**src/rtl/led_fade_ctrl.sv**
```systemverilog
// led_fade_ctrl: period-synchronous LED brightness ramp controller driving a downstream PWM stage.
// Optional breathe mode (BR_UP/BR_DOWN) is compiled only when LED_FADE_BREATHE_EN is defined.
module led_fade_ctrl #(
    parameter int STEP_W = 8
) (
    input  logic              clk,
    input  logic              rst,
    input  logic              cmd_valid,
    output logic              cmd_ready,
    input  logic [10:0]       cmd_target,
    input  logic [STEP_W-1:0] cmd_step,
    input  logic              cmd_mode,
    output logic              pwm_en,
    output logic [10:0]       dutycycle,
    output logic              busy,
    output logic              done
);
    typedef enum logic [1:0] {
        IDLE,
`ifdef LED_FADE_BREATHE_EN
        BR_UP,
        BR_DOWN,
`endif
        RAMP
    } state_t;

    localparam int W = (STEP_W > 11 ? STEP_W : 11) + 1;

    state_t              state, state_n;
    logic [10:0]         level, level_n, period_cnt, target, goal, moved;
    logic [STEP_W-1:0]   step;
    logic                done_n, accept, tick;
    logic [W-1:0]        lv_w, goal_w, step_w, sum_w;

    assign accept = cmd_valid && cmd_ready;
    // A tick is every cycle while the PWM is off, otherwise the last cycle of a PWM period.
    assign tick   = !pwm_en || &period_cnt;

`ifdef LED_FADE_BREATHE_EN
    assign goal = state == BR_DOWN ? 11'd0 : target;
`else
    logic unused_mode;
    assign unused_mode = cmd_mode;
    assign goal = target;
`endif

    // Wide intermediates so level +/- step saturates at goal instead of wrapping.
    assign lv_w   = W'(level);
    assign goal_w = W'(goal);
    assign step_w = W'(step);
    assign sum_w  = lv_w + step_w;
    assign moved  = step == '0 ? goal :
                    level < goal ? (sum_w > goal_w ? goal : sum_w[10:0]) :
                    level > goal ? (step_w >= lv_w - goal_w ? goal : 11'(lv_w - step_w)) :
                    level;

    always_comb begin
        state_n = state;
        level_n = level;
        done_n  = 1'b0;
        if (accept) begin
            state_n = cmd_target == level ? IDLE : RAMP;
            done_n  = cmd_target == level;
`ifdef LED_FADE_BREATHE_EN
            if (cmd_mode && cmd_target != 11'd0) begin
                state_n = BR_UP;
                done_n  = 1'b0;
            end
`endif
        end else if (tick && state != IDLE) begin
            level_n = moved;
            if (moved == goal) begin
                done_n  = state == RAMP;
`ifdef LED_FADE_BREATHE_EN
                state_n = state == RAMP ? IDLE : state == BR_UP ? BR_DOWN : BR_UP;
`else
                state_n = IDLE;
`endif
            end
        end
    end

    always_ff @(posedge clk) begin
        if (rst) begin
            state      <= IDLE;
            level      <= '0;
            period_cnt <= '0;
            target     <= '0;
            step       <= '0;
            pwm_en     <= 1'b0;
            dutycycle  <= 11'h7FF;
            busy       <= 1'b0;
            done       <= 1'b0;
            cmd_ready  <= 1'b0;
        end else begin
            state      <= state_n;
            level      <= level_n;
            period_cnt <= pwm_en ? period_cnt + 11'd1 : 11'd0;
            if (accept) begin
                target <= cmd_target;
                step   <= cmd_step;
            end
            pwm_en     <= level_n != 11'd0;
            dutycycle  <= level_n == 11'd0 ? 11'h7FF : 11'd0 - level_n;
            busy       <= state_n != IDLE;
            done       <= done_n;
            cmd_ready  <= state_n != RAMP;
        end
    end
endmodule

```
**config.mk**
```make
export PLATFORM = sky130hd
export DESIGN_NAME = led_fade_ctrl
export DESIGN_NICKNAME = d
export VERILOG_FILES = /design/src/rtl/led_fade_ctrl.sv
export SDC_FILE = /design/constraint.sdc
export NUM_CORES = 1
export LEC_CHECK = 0
export BUFFER_PORTS_ARGS = -buffer_cell sky130_fd_sc_hd__buf_4
export CAP_MARGIN = 20
export CORE_ASPECT_RATIO = 0.6
export CORE_MARGIN = 5
export CORE_UTILIZATION = 40
export CTS_CLUSTER_DIAMETER = 100
export DETAILED_ROUTE_END_ITERATION = 6
export GPL_TIMING_DRIVEN = 1
export SLEW_MARGIN = 20
export SYNTH_ARGS = -nofsm -noshare
export SYNTH_HDL_FRONTEND = slang
export SYNTH_SLANG_ARGS = --single-unit
export TNS_END_PERCENT = 100
```
**constraint.sdc**
```tcl
create_clock -name clk -period 6.75 [get_ports clk]
set_input_delay 0.675 -clock clk [delete_from_list [all_inputs] [get_ports clk]]
set_output_delay 0.675 -clock clk [all_outputs]
set_load 0.02 [all_outputs]
```
# Yosys cells after proc, flatten, opt, wreduce, memory -nomap -nowiden
# Index checks and enable logic that the tools add are counted.
word_totals:
  register_bits: 58
op_classes:
  addsub: 5
  n_lt_le_gt_ge: 4
  muxes: 14
  n_reduce_logical: 12
  n_bitwise: 1
  eq_ne: 4
ops:
  columns: ["op", "count"]
  rows:
  - ["$mux W11", 7]
  - ["$eq A11 B11 Y1", 2]
  - ["$add A11 B8 Y12", 1]
  - ["$ge A8 B12 Y1", 1]
  - ["$gt A12 B11 Y1", 1]
  - ["$sub A11 B11 Y12", 1]
  - ["$add A11 B1 Y11 const B", 1]
  - ["$gt A11 B11 Y1", 1]
  - ["$logic_not A11 Y1", 1]
  - ["$lt A11 B11 Y1", 1]
  - ["$reduce_and A11 Y1", 1]
  - ["$reduce_bool A11 Y1", 1]
  - ["$sub A1 B11 Y11 const A", 1]
  - ["$sub A11 B8 Y11", 1]
  - ["$logic_not A8 Y1", 1]
  - ["$mux W2", 3]
  - ["$mux W1", 4]
  - ["$reduce_bool A2 Y1", 2]
  - ["$reduce_or A2 Y1", 2]
  - ["$eq A2 B1 Y1 const B", 1]
  - ["$logic_and A1 B1 Y1", 2]
  - ["$ne A2 B1 Y1 const B", 1]
  - ["$logic_not A1 Y1", 1]
  - ["$logic_or A1 B1 Y1", 1]
  - ["$not A1 Y1", 1]

# Logic depth before layout (Yosys ltp)
# Gate-level depths: netlist of the first run.
depth:
  word_depth: 11
  mapped_depth: 24

# Worst setup path after synthesis of the first run
# No wires, ideal clock.
synth_path:
  path_kind: "register to register"
  start: "reg level[1]"
  end: "reg pwm_en"
  slack_ns: 1.937
  required_ns: 6.632
  t_arrival_ns: 4.695
  path_stages_with_launch: 21
  cell_sequence: "dfxtp_1 inv_1 fa_1 o21bai_1 a211oi_1 nor4b_2 o31a_1 or2_2 ha_1 a211o_1 o31ai_1 clkbuf_1 a31o_2 o21a_1 o22ai_1 a31oi_1 ha_1 nand4b_1 nor3b_2 a21oi_1 buf_6"
synth_between:
  elab_chain_cells: 9
  elab_cells_between_ends: 15
  classes_between: "add/sub (3); order compare (4); mux (7); reduce/logical (1)"
synth_rtl:
  columns: ["item", "line", "text"]
  rows:
  - ["start, declared", "30", "logic [10:0] level, level_n, period_cnt, target, goal, moved;"]
  - ["start signal, assigned", "97", "level <= level_n;"]
  - ["$sub A11 B11 Y12", "54", "level > goal ? (step_w >= lv_w - goal_w ? goal : 11'(lv_w - step_w)) :"]
  - ["$ge A8 B12 Y1", "54", null]
  - ["$mux W11 (2 in series)", "54", null]
  - ["$mux W11", "53", "level < goal ? (sum_w > goal_w ? goal : sum_w[10:0]) :"]
  - ["$mux W11", "52", "assign moved = step == '0 ? goal :"]
  - ["$mux W11", "70", "end else if (tick && state != IDLE) begin"]
  - ["$mux W11 (*)", "61", "if (accept) begin"]
  - ["$reduce_bool A11 Y1 (*)", "103", "pwm_en <= level_n != 11'd0;"]
  - ["end signal, assigned", "90", "pwm_en <= 1'b0;"]
  - ["end signal, assigned", "103", null]
  - ["end, declared", "13", "output logic pwm_en,"]
# Mark *: on every way between the ends. The rest lies on a longest branch, timed or not.
# A chain may end at the register's enable or synchronous reset.

# Final worst setup path of the first run
layout_path:
  start: "reg step[4]"
  end: "reg dutycycle[1]"
layout_between:
  elab_chain_cells: 9
  elab_cells_between_ends: 15
  classes_between: "add/sub (3); order compare (2); mux (7); reduce/logical (3)"
layout_rtl:
  columns: ["item", "line", "text"]
  rows:
  - ["start, declared", "31", "logic [STEP_W-1:0] step;"]
  - ["start signal, assigned", "101", "step <= cmd_step;"]
  - ["$add A11 B8 Y12, or another cell as far along", "51", "assign sum_w = lv_w + step_w;"]
  - ["$gt A12 B11 Y1 or $mux W11 (tied branches)", "53, 54", null]
  - ["$mux W11, on equally long branches", "53, 54", null]
  - ["$mux W11", "53", null]
  - ["$mux W11 (*)", "52", null]
  - ["$mux W11 (*)", "70", null]
  - ["$mux W11 (*)", "61", null]
  - ["parallel branches: the longest is 2 deep, another holds $sub A1 B11 Y11", null, null]
  - ["end signal, assigned", "104", "dutycycle <= level_n == 11'd0 ? 11'h7FF : 11'd0 - level_n;"]
  - ["end, declared", "14", "output logic [10:0] dutycycle,"]
# Every way passes the cells marked *.

==> results.md, run 1 <==
* Final WL at 19.2 mm
* VDD IR max at 0.188 mV
* Worst Setup Start Kind: register
* H-tree levels at 3
* Flops & latches, synth at 58
* Starting Density at 40.3%
* I/O Pins at 38
* DRC Markers at 0
* Cell Area, Synth at 0.00543 mm^2
* Class of the worst hold path: register to register
* Static Leak at 2.49 nW
* Via/cell ratio at 6.30
* CP arrival at 6.22 ns
* Worst Path Max Fanout at 11
* Largest net degree at the start of global routing at 38
* Reg-to-Reg Start: step[4]
* Setup bufs post-CTS at 0
* IO buf count at 36
* RSZ-0062 raised after global routing: false
* First drt pass iteration count at 5
* Die area at 0.0161 mm^2
* Register Area at 0.00116 mm^2
* Fin Clk Skew at 0.0114 ns
* Syn Inst Count at 719
* Synth Warn # at 0
* Synth async-reset ratio at 0%
* Vias in the first global route at 5219
* Cell variety after synth at 84
* Synth Net Count at 793
* Layout cells sized above 1 at 11.8%
* Placeable Area at 0.0135 mm^2
* Slew Limit Fails at 0
* CP endpoint kind: register
* Congestion Overflow GR at 0
* Max-cap violations at 0
* Area share of the leading cell type in the synthesized netlist at 21.4%
* Util after Layout at 45.8%
* WS Path Type: register to register
* Worst-path clk slew at 0.06 ns
* First-pass GRT wire length at 29.9 mm
* Gpl congestion at 0.932
* # rows at 33
* CTS tree: built
* Hold Vio Cnt, Final at 0
* Setup Viol. Count Final at 0
* Post-CTS sizing at 0
* Total number of vias at 5813
* Worst Max-Slew Pin Slew at 0.868 ns
* Antenna diodes at 0
* # nets final at 817
* Hold Worst Slack at 0.446 ns
* Critical Path End: dutycycle[1]
* Avg Cell Area, Syn at 7.55 um^2
* Sinks on the clock net at 58
* Commonest non-fill, non-tap cells in the layout: nand2_1 (81), a21oi_1 (63), dfxtp_1 (58)
* Wirelength per Cell at 20.8 um
* Cell taking the most area after synthesis: dfxtp_1
* EDFF count, synth at 0
* Pwr dens at 411 mW/mm^2
* TritonCTS Buffers at 9
* Register area share after synthesis at 21.4%
* Top cells by area, synth: dfxtp_1 (21%), ha_1 (11%), a21oi_1 (5.8%)
* Chip width at 160 um
* WP data required at 7.01 ns
* Hold buffer count at cts at 0
* Area Growth Syn to Fin at 13.5%
* FMAX at 0.168 GHz
* Worst R2R Setup Slack at 0.79 ns
* Clk root buf: clkbuf_16
* Most common cell after layout, fill and taps aside: nand2_1
* Antenna viol nets, final at 0
* Filler cells at 1336
* Minimum clock period at 5.96 ns
* Die Y-Extent at 100 um
* Worst-skew pair later-pin latency at 0.32 ns
* Detail Placement HPWL at 15.0 mm
* DRT iter0 DRCs at 795
* Initial antenna violation count at 0
* Crit path launch: step[4]
* Slew HR at 41.8%
* Footprint of the multi-input gates at 0.00397 mm^2
* CTS max path bufs at 2
* Setup tns final at 0 ns
* Tot GR Track Use at 23.3%
* Worst R2R End: dutycycle[1]
* Status: completed
* R2r worst-path depth at 22
* Tcrit/Tclk final at 88.3%
* Ys flop type: dfxtp_1
[report_power, final]
| part | leakage (nW) | switching (mW) | total (mW) | internal (mW) |
|---|---|---|---|---|
| combinational | 1.88 | 1.04 | 1.63 | 0.585 |
| clock | 0.145 | 0.163 | 0.469 | 0.305 |
| sequential | 0.474 | 0.0495 | 0.438 | 0.388 |
[final cells by class]
class | instances | share of cell area, %
clock buffer | 12 | 4.16
clock inverter | 4 | 0.812
inverter | 43 | 2.62
multi-input combinational | 585 | 64.4
sequential | 58 | 18.8
tap | 175 | 3.55
timing repair buffer | 46 | 5.60
[worst min-delay path by stage]
| stage | cells after the start | start | end | slack, ns |
|---|---|---|---|---|
| 5_1_grt | 1 | period_cnt[0] | period_cnt[0] | 0.47 |
| 3_5_place_dp | 1 | period_cnt[0] | period_cnt[0] | 0.44 |
| 6_report | 1 | period_cnt[0] | period_cnt[0] | 0.45 |
| 3_3_place_gp | 1 | period_cnt[0] | period_cnt[0] | 0.43 |
| 4_1_cts | 1 | period_cnt[0] | period_cnt[0] | 0.45 |
| 2_1_floorplan | 1 | period_cnt[0] | period_cnt[0] | 0.42 |
[state kept, by name (all words and copies together) (netlist names), 2 cells and up]
register and count:
dutycycle 11, goal 11, level 11, period_cnt 11
state 2, step 8
[worst max-delay path, stage by stage (launching register included)]
cell and delay (ns):
dfxtp_1 0.44, inv_1 0.07, ha_1 0.47, nor2_1 0.13, a211oi_1 0.53, nor4b_2 0.43, nor3_1 0.16, or2_2 0.34
ha_1 0.29, nand3_1 0.09, nor3_1 0.24, a21oi_1 0.12, o31a_1 0.25, nor3_1 0.61, a21oi_1 0.15, a31oi_1 0.23
buf_4 0.18, ha_1 0.21, nand4b_1 0.29, nor3b_2 0.28, a21oi_1 0.10, buf_4 0.20, nand2b_1 0.08
[Yosys cell counts (all sizes together) (7+ instances only)]
cell type / instances
inv: 42
o31ai: 16
or3: 7
dfxtp: 58
a31oi: 13
a21oi: 63
nand4: 11
xor2: 25
o21a: 11
a21o: 9
buf: 10
nor2: 48
nor4: 12
clkbuf: 23
nand2: 81
xnor2: 14
o211ai: 15
ha: 48
o21ai: 41
nor2b: 12
nand2b: 9
nor3: 20
a211oi: 9
nand3: 23
[kinds of logic (layout without fill, tap and decap cells)]
logic type      after synthesis  after routing  share of synthesized area, %
simple gates                251            251                          23.3
compound gates              241            241                          30.7
buf+inv                      76            105                          5.55
flops                        58             58                          21.4
fa+ha+maj                    51             51                          12.2
xor+xnor                     39             39                          6.29
mux                           3              3                         0.553
[stage by stage]
stage | instances | total power, mW | worst slack, ns | area, um^2
floorplan | 719 | 1.55 | 1.94 | 5430
global placement | 907 | 2.00 | 1.12 | 5860
detailed placement | 907 | 1.99 | 1.05 | 5860
CTS | 923 | 2.47 | 1.01 | 6170
global route | 923 | 2.67 | 0.419 | 6170
finish | 923 | 2.53 | 0.788 | 6170
[layer usage]
layer  up-vias  global-route usage (%)  wire (um)
li1       2712                       -          -
met1      2770                    38.1       9920
met2       314                    31.3       7230
met3        17                    4.14       1840
met4         0                    3.97        184
met5         -                       0          0
Power figures use the tool's default switching activity.
==> inputs of run 2 (changes only) <==
--- a/config.mk
+++ b/config.mk
@@ -10,9 +10,11 @@
 export CORE_ASPECT_RATIO = 0.6
 export CORE_MARGIN = 5
 export CORE_UTILIZATION = 40
+export CTS_BUF_LIST = sky130_fd_sc_hd__clkbuf_8
 export CTS_CLUSTER_DIAMETER = 100
 export DETAILED_ROUTE_END_ITERATION = 6
 export GPL_TIMING_DRIVEN = 1
+export REMOVE_ABC_BUFFERS = 1
 export SLEW_MARGIN = 20
 export SYNTH_ARGS = -nofsm -noshare
 export SYNTH_HDL_FRONTEND = slang
==> run 2 against run 1 <==
The flow now finishes with violations (DRC). Cell area decreased by 1.1%. Worst hold slack improved by 0.0037 ns. Global-route usage increased by 0.67 points. Register-to-register slack got worse by 0.04 ns. First-iteration DRC count decreased by 13%. Utilization decreased by 0.48 points. Critical endpoint is now dutycycle[2]. Highest routed layer unchanged.
==> results.md, run 2 (synthesized netlist as in run 1, its figures left out) <==
* Wirelength per Cell at 20.8 um (about the same)
* Slew Limit Fails at 0 (unchanged)
* Worst Setup Start Kind: register
* CTS tree: built
* Antenna diodes at 0 (unchanged)
* Hold path cells at 1 (unchanged)
* Initial antenna violation count at 1 (+1)
* Static Leak at 2.47 nW (-1.0%)
* Pwr dens at 405 mW/mm^2 (-1.4%)
* Most common cell after layout, fill and taps aside: nand2_1
* Antenna viol nets, final at 0 (unchanged)
* FMAX at 0.167 GHz (-0.62%)
* IO buf count at 36 (unchanged)
* Hold buffer count at cts at 0 (unchanged)
* Starting Density at 40.3% (unchanged)
* TritonCTS Buffers at 9 (unchanged)
* # rows at 33 (unchanged)
* Critical path cell sequence: inv_1 -> ha_1 -> o21bai_1 -> a211oi_1 -> nor4b_2 -> nor3_1 -> or2_2 -> ha_1 -> nand3_1 -> nor3_1 -> a21oi_1 -> o31a_1 -> nor3_1 -> a21oi_1 -> a31oi_1 -> ha_1 -> nand4b_1 -> nor3b_2 -> a21oi_1 -> buf_4 -> nand2_1
* Crit path launch: step[2]
* WP data required at 7.03 ns (+0.02 ns)
* Non-Filler Instances at 922 (-0.11%)
* Clk root buf: clkbuf_8
* # nets final at 816 (-0.12%)
* Tcrit/Tclk final at 88.9% (+0.55 points)
* Die Y-Extent at 100 um (unchanged)
* Placeable Area at 0.0135 mm^2 (unchanged)
* Minimum clock period at 6.00 ns (+0.0374 ns)
* Hold_sp: period_cnt[0]
* DRC Markers at 5 (+5)
* Setup bufs post-CTS at 0 (unchanged)
* Slowest cell delay on critical path at 0.56 ns (-0.05 ns)
* Hold Vio Cnt, Final at 0 (unchanged)
* Reg-to-Reg Start: step[2]
* R2r worst-path depth at 21 (-4.5%)
* Setup tns final at 0 ns (unchanged)
* Worst Path Max Fanout at 11 (unchanged)
* I/O Pins at 38 (unchanged)
* Congestion Overflow GR at 0 (unchanged)
* First drt pass iteration count at 7 (+2)
* Largest net degree at the start of global routing at 38 (unchanged)
* Commonest non-fill, non-tap cells in the layout: nand2_1 (81), a21oi_1 (63), dfxtp_1 (58)
* Final WL at 19.2 mm (-0.10%)
* First-pass GRT wire length at 30.5 mm (+2.0%)
* Violated checks: DRC
* Status: complete, but fails checks
* Crit-path slowest cell: nor3_1
* Class of the worst hold path: register to register
* Fin Clk Skew at 0.0169 ns (+0.00548 ns)
* Chip width at 160 um (unchanged)
* Sinks on the clock net at 58 (unchanged)
* Worst-skew pair later-pin latency at 0.35 ns (+0.03 ns)
* Worst-path clk slew at 0.08 ns (+0.02 ns)
* Worst Max-Slew Pin Slew at 0.911 ns (+0.0427 ns)
* Total number of vias at 5707 (-1.8%)
* Post-route setup slack at 0.750 ns (-0.0374 ns)
* Slew HR at 39.3% (-2.5 points)
* Cell Count Post-Placement at 906 (-0.11%)
* DRT iter0 DRCs at 693 (-13%)
* Die area at 0.0161 mm^2 (unchanged)
* RSZ-0062 raised after global routing: false
* Setup Viol. Count Final at 0 (unchanged)
* CP arrival at 6.28 ns (+0.06 ns)
* Area Growth Syn to Fin at 12.4%
* Vias in the first global route at 5307 (+1.7%)
* WS Path Type: register to register
* Gpl congestion at 0.974 (+4.6%)
* Max-cap violations at 0 (unchanged)
* Layout cells sized above 1 at 11.8% (+0.016 points)
* Detail Placement HPWL at 15.1 mm (+0.61%)
* VDD IR max at 0.142 mV (-25%)
* CP endpoint kind: register
* Filler cells at 1360 (+1.8%)
* Tot GR Track Use at 24.0% (+0.67 points)
* CTS max path bufs at 2 (unchanged)
* H-tree levels at 3 (unchanged)
* Via/cell ratio at 6.19 (-1.7%)
* Placement Setup Slack at 1.00 ns (-0.0457 ns)
* Post-CTS sizing at 0 (unchanged)
run 2: changes by cell type in the layout (fill, tap and decap cells not counted):
cell	change
clkbuf_8	+7
clkinv_4	+3
clkbuf_16	-9
clkbuf_1	-1
bufinv_16	+2
clkinvlp_4	-2
buf_4	-1
inv_6	+1
clkinv_2	-1
run 2: stage by stage:
stage	util (%)	hold WS [ns]	total power, mW	area, um^2
6_report	45.3	0.450	2.47	6100
5_1_grt	45.3	0.494	2.63	6100
4_1_cts	45.3	0.458	2.42	6100
3_5_place_dp	43.5	0.438	2.00	5850
3_3_place_gp	43.5	0.429	2.01	5850
2_1_floorplan	-	0.418	1.52	5290
run 2: layer usage:
layer	track usage (%)	vias to the layer above	wire length, um
met3	6.98	27	1940
met2	31.5	300	7180
met5	0	-	0
met1	37.4	2674	9820
li1	-	2706	-
met4	5.55	0	220
run 2: layout make-up:
cell class                      instances  area, um^2  area share [%]
Clock buffer                            9         124            2.03
Clock inverter                          7         125            2.05
Inverter                               43         161            2.65
Multi-Input combinational cell        585        3970            65.1
Sequential cell                        58        1160            19.0
Tap cell                              175         219            3.59
Timing Repair Buffer                   45         338            5.54
run 2: critical path, delay by kind of cell, from the launching register on:
kind            cells  cell delay [ns]
buf+inv             2             0.26
simple gates        9             2.48
compound gates      7             1.70
flops               1             0.45
fa+ha+maj           3             1.04
run 2: final timing paths:
path / slack [ns] / end
setup / recovery: 0.75 / dutycycle[2]
hold / removal: 0.45 / period_cnt[0]
hold reg to reg: 0.45 / period_cnt[0]
setup reg to reg: 0.75 / dutycycle[2]
run 2: report_power, final:
group / leakage [nW] / internal [mW] / switching [mW] / total [mW]
clock network: 0.124 / 0.248 / 0.159 / 0.408
registers: 0.474 / 0.387 / 0.0495 / 0.437
logic: 1.87 / 0.591 / 1.04 / 1.63
total: 2.47 / 1.23 / 1.24 / 2.47
==> inputs of run 3 (changes only) <==
--- a/config.mk
+++ b/config.mk
@@ -5,15 +5,17 @@
 export SDC_FILE = /design/constraint.sdc
 export NUM_CORES = 1
 export LEC_CHECK = 0
-export BUFFER_PORTS_ARGS = -buffer_cell sky130_fd_sc_hd__buf_4
 export CAP_MARGIN = 20
 export CORE_ASPECT_RATIO = 0.6
 export CORE_MARGIN = 5
 export CORE_UTILIZATION = 40
 export CTS_BUF_LIST = sky130_fd_sc_hd__clkbuf_8
 export CTS_CLUSTER_DIAMETER = 100
+export CTS_CLUSTER_SIZE = 16
 export DETAILED_ROUTE_END_ITERATION = 6
+export DONT_BUFFER_PORTS = 1
 export GPL_TIMING_DRIVEN = 1
+export RECOVER_POWER = 50
 export REMOVE_ABC_BUFFERS = 1
 export SLEW_MARGIN = 20
 export SYNTH_ARGS = -nofsm -noshare
==> run 3 against run 2 <==
The flow still finishes with violations (DRC). Die area unchanged. Sequential share of layout area rose by 1.0 points. Register-to-register slack got worse by 0.15 ns. Highest routed layer unchanged. Clock-buffer cell count is the same. Largest power group unchanged.
==> results.md, run 3 (synthesized netlist as in run 1, its figures left out) <==
* Detail Placement HPWL at 15.1 mm (+0.15%)
* Hold path cells at 1 (unchanged)
* # nets final at 781 (-4.3%)
* H-tree levels at 3 (unchanged)
* RSZ-0062 raised after global routing: false
* Class of the worst hold path: input pin to register
* Status: complete, but fails checks
* Worst Max-Slew Pin Slew at 1.26 ns (+0.350 ns)
* Via/cell ratio at 6.35 (+2.6%)
* Layout cells sized above 1 at 7.44% (-4.3 points)
* WP data required at 7.04 ns (about the same)
* Post-route setup slack at 0.600 ns (-0.150 ns)
* Critical path cell sequence: inv_1 -> ha_1 -> nor2_1 -> a211oi_1 -> nor4b_2 -> nor3_1 -> or2_2 -> ha_1 -> nand3_1 -> nor3_1 -> a21oi_1 -> o31a_1 -> nor3_1 -> a21oi_1 -> a31oi_1 -> ha_1 -> nand4b_1 -> nor3b_2 -> a21oi_1 -> buf_4 -> nand2b_1
* Slew Limit Fails at 0 (unchanged)
* Minimum clock period at 6.15 ns (+0.150 ns)
* Filler cells at 1373 (+0.96%)
* Static Leak at 2.28 nW (-7.7%)
* Antenna diodes at 0 (unchanged)
* Initial antenna violation count at 0 (-1)
* Starting Density at 40.3% (unchanged)
* Commonest non-fill, non-tap cells in the layout: nand2_1 (81), a21oi_1 (63), dfxtp_1 (58)
* Clock share of power at 14.4% (-2.1 points)
* Tot GR Track Use at 23.5% (-0.46 points)
* Worst-skew pair later-pin latency at 0.35 ns (about the same)
* Total number of vias at 5633 (-1.3%)
* Chip width at 160 um (unchanged)
* Hold Worst Slack at 0.382 ns (-0.0680 ns)
* Reg-to-Reg Start: step[4]
* Congestion Overflow GR at 0 (unchanged)
* Worst Setup Start Kind: register
* Busiest grt layer: met1
* Register Area at 0.00116 mm^2 (unchanged)
* Sw Ratio at 52.9% (+2.5 points)
* Post-CTS sizing at 0 (unchanged)
* DRT iter0 DRCs at 726 (+4.8%)
* Worst R2R End: dutycycle[1]
* Met1 Resource Use GR at 35.5% (-1.9 points)
* VDD IR max at 0.127 mV (-10%)
* Die Y-Extent at 100 um (unchanged)
* Placeable Area at 0.0135 mm^2 (unchanged)
* Max-cap violations at 0 (unchanged)
* Hold_sp: rst
* Worst-path clk slew at 0.08 ns (about the same)
* Slew HR at 15.9% (-23 points)
* CTS max path bufs at 2 (unchanged)
* WS Path Type: register to register
* I/O Pins at 38 (unchanged)
* First-pass GRT wire length at 29.9 mm (-2.0%)
* M3 GR Usage at 8.86% (+1.9 points)
* Setup bufs post-CTS at 0 (unchanged)
* First drt pass iteration count at 7 (unchanged)
* Clk root buf: clkbuf_8
* Footprint of the multi-input gates at 0.00397 mm^2 (unchanged)
* TritonCTS Buffers at 9 (unchanged)
* Hold Vio Cnt, Final at 0 (unchanged)
* Hold Path End: goal[0]
* Setup tns final at 0 ns (unchanged)
* Sinks on the clock net at 58 (unchanged)
* Placement Setup Slack at 0.905 ns (-0.0986 ns)
* CP endpoint kind: register
* Slowest cell delay on critical path at 0.59 ns (+0.03 ns)
* Die area at 0.0161 mm^2 (unchanged)
* CTS tree: built
* Violated checks: DRC
* DRC Markers at 5 (unchanged)
* Fin Clk Skew at 0.0136 ns (-0.00327 ns)
* Area Growth Syn to Fin at 6.64%
* Placed Area at 0.00559 mm^2 (-4.5%)
* Util after Layout at 43.0% (-2.3 points)
* R2r worst-path depth at 21 (unchanged)
* Vias in the first global route at 5227 (-1.5%)
* Crit-path slowest cell: nor3_1
* Tcrit/Tclk final at 91.1% (+2.2 points)
* Hold buffer count at cts at 0 (unchanged)
* P_sw at 1.24 mW (-0.20%)
* Worst Path Max Fanout at 11 (unchanged)
* Met2 Resource Use GR at 31.9% (+0.32 points)
* FMAX at 0.163 GHz (-2.4%)
* Gpl congestion at 1.03 (+5.6%)
* Final WL at 19.2 mm (+0.31%)
* Most common cell after layout, fill and taps aside: nand2_1
* Internal power at 1.11 mW (-9.9%)
* IO buf count at 0 (-100%)
* # rows at 33 (unchanged)
* Largest net degree at the start of global routing at 38 (unchanged)
* Final non-filler cell area at 0.00579 mm^2 (-5.1%)
* Reg power frac at 20.1% (+2.4 points)
* Wirelength per Cell at 21.7 um (+4.3%)
* Comb pwr share at 65.6% (-0.2 points)
* Antenna viol nets, final at 0 (unchanged)
* Pwr dens at 405 mW/mm^2 (about the same)
* Setup Viol. Count Final at 0 (unchanged)
* Worst R2R Setup Slack at 0.60 ns (-0.15 ns)
* CP arrival at 6.44 ns (+0.16 ns)
run 3: worst max path at each step:
stage | startpoint | end | cells past startpoint
floorplan | level[1] | pwm_en | 18
global placement | step[4] | dutycycle[9] | 21
detailed placement | step[4] | dutycycle[0] | 21
CTS | step[4] | dutycycle[1] | 21
global route | step[4] | dutycycle[1] | 21
finish | step[4] | dutycycle[1] | 21
run 3: per-stage QoR:
step / std cells / power (mW)
2_1_floorplan: 686 / 1.52
3_3_place_gp: 871 / 1.94
3_5_place_dp: 871 / 1.94
4_1_cts: 887 / 2.29
5_1_grt: 887 / 2.49
6_report: 887 / 2.35
run 3: final cells by class:
| type | instances | share of cell area [%] |
|---|---|---|
| Tap cell | 175 | 3.78 |
| Clock buffer | 9 | 2.14 |
| Sequential cell | 58 | 20.1 |
| Clock inverter | 7 | 1.34 |
| Multi-Input combinational cell | 585 | 68.6 |
| Inverter | 43 | 2.79 |
| Timing Repair Buffer | 10 | 1.30 |
run 3: critical path, delay by kind of cell, from the launching register on:
kind	cells	cell delay (ns)
and+or+nand+nor	10	2.62
AOI/OAI and AO/OA	6	1.64
adders and majority gates	3	1.06
DFF	1	0.48
buffers and inverters	2	0.27
run 3: routing by layer:
| metal | wire (um) | up-vias |
|---|---|---|
| li1 | - | 2643 |
| met5 | 0 | - |
| met2 | 7200 | 314 |
| met3 | 2500 | 28 |
| met1 | 9330 | 2648 |
| met4 | 186 | 0 |
run 3: power by group through the flow:
stage | clock network [mW] | logic (mW) | registers, mW
finish | 0.337 | 1.54 | 0.471
global route | 0.357 | 1.65 | 0.476
CTS | 0.344 | 1.47 | 0.470
detailed placement | 0 | 1.46 | 0.478
global placement | 0 | 1.46 | 0.478
floorplan | 0 | 1.06 | 0.458
